**src/rtl/elastic_fifo.sv**
```systemverilog
// elastic_fifo: valid/ready circular-buffer FIFO of DEPTH entries.
// Optional ELASTIC_FIFO_BYPASS_EN: zero-latency pass-through when empty.
module elastic_fifo #(
    parameter int WIDTH = 32,
    parameter int DEPTH = 4
) (
    input  logic                       clk,
    input  logic                       reset,
    input  logic                       in_valid,
    output logic                       in_ready,
    input  logic [WIDTH-1:0]           in_data,
    output logic                       out_valid,
    input  logic                       out_ready,
    output logic [WIDTH-1:0]           out_data,
    output logic [$clog2(DEPTH+1)-1:0] count
);

    localparam int AW = (DEPTH > 1) ? $clog2(DEPTH) : 1;
    localparam int CW = $clog2(DEPTH + 1);
    localparam logic [CW-1:0] FULL = CW'(DEPTH);

    if (DEPTH < 2 || (DEPTH & (DEPTH - 1)) != 0) begin : g_bad_depth
        $error("elastic_fifo: DEPTH must be a power of two >= 2");
    end

    logic [WIDTH-1:0] mem [DEPTH];
    logic [AW-1:0]    wr_ptr;
    logic [AW-1:0]    rd_ptr;
    logic             has_data;
    logic             push;
    logic             pop;

    // handshake decode; in_ready looks only at registered state
    always_comb begin
        has_data  = (count != '0);
        in_ready  = (count != FULL);
        pop       = has_data & out_ready;
`ifdef ELASTIC_FIFO_BYPASS_EN
        out_valid = has_data | in_valid;
        push      = in_valid & in_ready & ~(~has_data & out_ready);
        if (has_data)
            out_data = mem[rd_ptr];
        else if (in_valid)
            out_data = in_data;
        else
            out_data = '0;
`else
        out_valid = has_data;
        push      = in_valid & in_ready;
        out_data  = has_data ? mem[rd_ptr] : '0;
`endif
    end

    // pointers and occupancy
    always_ff @(posedge clk) begin
        if (reset) begin
            wr_ptr <= '0;
            rd_ptr <= '0;
            count  <= '0;
        end else begin
            if (push)
                wr_ptr <= wr_ptr + AW'(1);
            if (pop)
                rd_ptr <= rd_ptr + AW'(1);
            case ({push, pop})
                2'b10:   count <= count + CW'(1);
                2'b01:   count <= count - CW'(1);
                default: count <= count;
            endcase
        end
    end

    // storage, deliberately not reset
    always_ff @(posedge clk) begin
        if (push && !reset)
            mem[wr_ptr] <= in_data;
    end

`ifndef SYNTHESIS
    a_hold: assert property (@(posedge clk) disable iff (reset)
        (in_valid && !in_ready) |=> $stable(in_data));

    a_cnt: assert property (@(posedge clk) disable iff (reset)
        count <= FULL);
`endif

endmodule

```
**config.mk**
```make
export PLATFORM = sky130hd
export DESIGN_NAME = elastic_fifo
export DESIGN_NICKNAME = d
export VERILOG_FILES = /design/src/rtl/elastic_fifo.sv
export SDC_FILE = /design/constraint.sdc
export NUM_CORES = 1
export LEC_CHECK = 0
export CAP_MARGIN = 20
export CORE_UTILIZATION = 54
export DETAILED_ROUTE_END_ITERATION = 8
export PLACE_DENSITY = 0.79
export SYNTH_ARGS = -nofsm -noshare
export SYNTH_HDL_FRONTEND = slang
export SYNTH_SLANG_ARGS = --single-unit
export TNS_END_PERCENT = 50
```
**constraint.sdc**
```tcl
create_clock -name clk -period 5.6 [get_ports clk]
set_input_delay 1.4 -clock clk [delete_from_list [all_inputs] [get_ports clk]]
set_output_delay 1.4 -clock clk [all_outputs]
set_load 0.005 [all_outputs]
```
==> run metrics <==
Critical Path Source Type flop; Layout Area Growth over Synthesis 28.89%; Clock Skews ~0.0053 ns; GRT Total Usage 0.2012; Ant. Diodes 0; Routed Antenna Nets 0; commonest non-fill, non-tap cells in the layout edfxtp_1, clkdlybuf4s50_1, mux4_2, nor2b_1, clkbuf_16; # port buffers slightly above 70; global-route wire length before repair approximately 14000 um; depth of the CTS H-tree 4; P_leak around 0.0022 uW; outcome finished clean; #FFs+latches synth approximately 140; clock sink total between 100 and 150; Slew Limit Headroom 0.3963; die area between 0.01 and 0.015 sq mm; largest net degree at the start of global routing 36; achievable frequency ~240 MHz; Synthesis Warnings 0; maximum vdd drop between 0.2 and 0.3 mV; DR WL/cell between 15 and 20 um; Reg clk slew, reported paths 0.06 ns; grt total ovfl 0; crit path max fanout 18; GR Util met3 0.06449; Synth Instances 256; proportion of synthesized area in mux cells 0.1399; CTS Buffer Depth 2; Slew Limit Fails 0; Via density approximately 5.4; final worst-path cycle share 0.7596; GR Util met2 0.3103; most common cell after layout, fill and taps aside edfxtp_1; Period minus WS final 4.254 ns; Slew @ Worst Pin between 0.9 and 1 ns; max cap viols 0; gpl congestion just under 0.7; fillcell total approximately 590; die height between 100 and 150 um; Syn Std Cell Area 0.005305 sq mm; number of buffers created by CTS 17; share of layout cells above drive strength 1 0.2269; Starting Density 0.5661; # hold bufs at CTS 0; Hold WS between 0.5 and 0.6 ns; met1 Use GR 0.2692; layout net count roughly 390; number of global-route vias before repair roughly 2700; final number of hold-violating endpoints 0; Adder-Cell Fraction of Synth Area 0.01557; distinct cell type count after synthesis 26; Synth Area in Compound Gates 0.006132; CP arrival 2.85 ns; Root Driver clkbuf_8; # resized after CTS 0; Worst-Skew Late Latency 0.52 ns; via count roughly 2600; initial DRC count 137; Core Area around 0.0094 sq mm; Die X approximately 100 um; CTS tree built; # DRC 0; synthesized area per cell just over 20 sq um; initial antenna violation count 1; Syn Nets between 200 and 300; Top Usage Layer GRT met2; CP Capture Type primary output; Synth Area in Simple Gates 0.05920; DRT Wirelength 9189 um; setup bufs post-CTS 0; Synth Area in XOR/XNOR 0.004953; P per Cell Area about 480 mW/mm^2; Setup Viol. Count Final 0; kind of critical path reg2out; number of core rows 35; worst min path class reg2reg; DRT Pass-1 Iters 4; RSZ-0062 raised after global routing no; Final HPWL DP approximately 5300 um; final setup TNS 0 ns; Req. time, crit path ~4.2 ns; register area share after synthesis 0.7585; I/O pin cnt 73; largest family of logic cells by synthesized area multiplexers
path summary, 6_finish.rpt:
check / from / endpoint / cells after the start / slack (ns)
worst max-delay path: flop / out_data[30] / 4 / 1.35
worst min-delay path: rd_ptr[1] / flop / 2 / 0.50
worst max register to register: count[2] / count[2] / 9 / 2.91
worst min register to register: rd_ptr[1] / flop / 2 / 0.50
worst max-delay path, stage by stage (launching register included):
cell and delay [ns]:
dfxtp_2 0.68, buf_4 0.45, mux4_2 0.57, nor2b_1 0.16, clkdlybuf4s50_1 0.47
synth_stat cells:
cell type    n  share of area
buf_1        3         0.0021
buf_4        3         0.0042
dfxtp_1      9          0.034
buf_2        1        0.00094
and2_4       1         0.0017
nand2_1      1        0.00071
o31ai_1      1         0.0014
ha_1         5          0.012
clkbuf_1     4         0.0028
o21ai_0      2         0.0019
nor2b_1     32          0.038
xor2_1       3         0.0050
nor2_1       7         0.0050
inv_1        8         0.0057
or3_1        1         0.0012
mux2_2       1         0.0021
edfxtp_1   128           0.72
nand2b_1     2         0.0024
or3b_1       1         0.0017
nor3_2       1         0.0019
mux4_2      32           0.14
mux2i_1      1         0.0019
nor3b_1      4         0.0057
or3_2        1         0.0014
fa_1         1         0.0038
a21oi_1      3         0.0028
per-layer routing:
| layer | up-vias | part of all wire |
|---|---|---|
| met5 | - | 0.0019 |
| met4 | 2 | 0.012 |
| met3 | 11 | 0.055 |
| met2 | 80 | 0.49 |
| met1 | 1329 | 0.44 |
| li1 | 1191 | - |
sequential cells by signal, summed over array words and instances (netlist names), named ones only:
register	flops
wr_ptr	2
mem	128
count	3
rd_ptr	2
logic make-up (layout without fill, tap and decap cells):
group | Yosys count | in the layout
multiplexers | 34 | 34
buffers and inverters | 19 | 120
XOR/XNOR | 3 | 3
AND/OR/NAND/NOR | 51 | 51
adder cells (fa/ha/maj) | 6 | 6
flip-flops | 137 | 137
AO/OA/AOI/OAI | 6 | 6
area by class of cell:
type                    count  area, sq um  share of cell area
well taps                 129        161.4             0.02360
clock buffers              18        417.9             0.06112
clock inverters            14        197.7             0.02891
inverters                   8        30.03            0.004392
repair buffers             80        780.7              0.1142
multi-input cells         100         1224              0.1790
flip-flops and latches    137         4026              0.5888
per-stage QoR:
step	cells	area [sq um]	power, uW	worst slack [ns]	util
floorplan	256	5305	1724	1.113	-
global placement	454	6222	2147	1.886	0.6640
detailed placement	454	6222	2168	1.819	0.6640
CTS	486	6838	3312	1.242	0.7296
global route	486	6838	3426	1.139	0.7296
finish	486	6838	3268	1.346	0.7296
report_power, final:
part	switching [uW]	leakage, uW	internal (uW)	total, uW
Clock	413	0.000284	725	1140
Sequential	75.2	0.00124	1190	1270
Combinational	336	0.000689	527	863
Power figures use the tool's default switching activity.
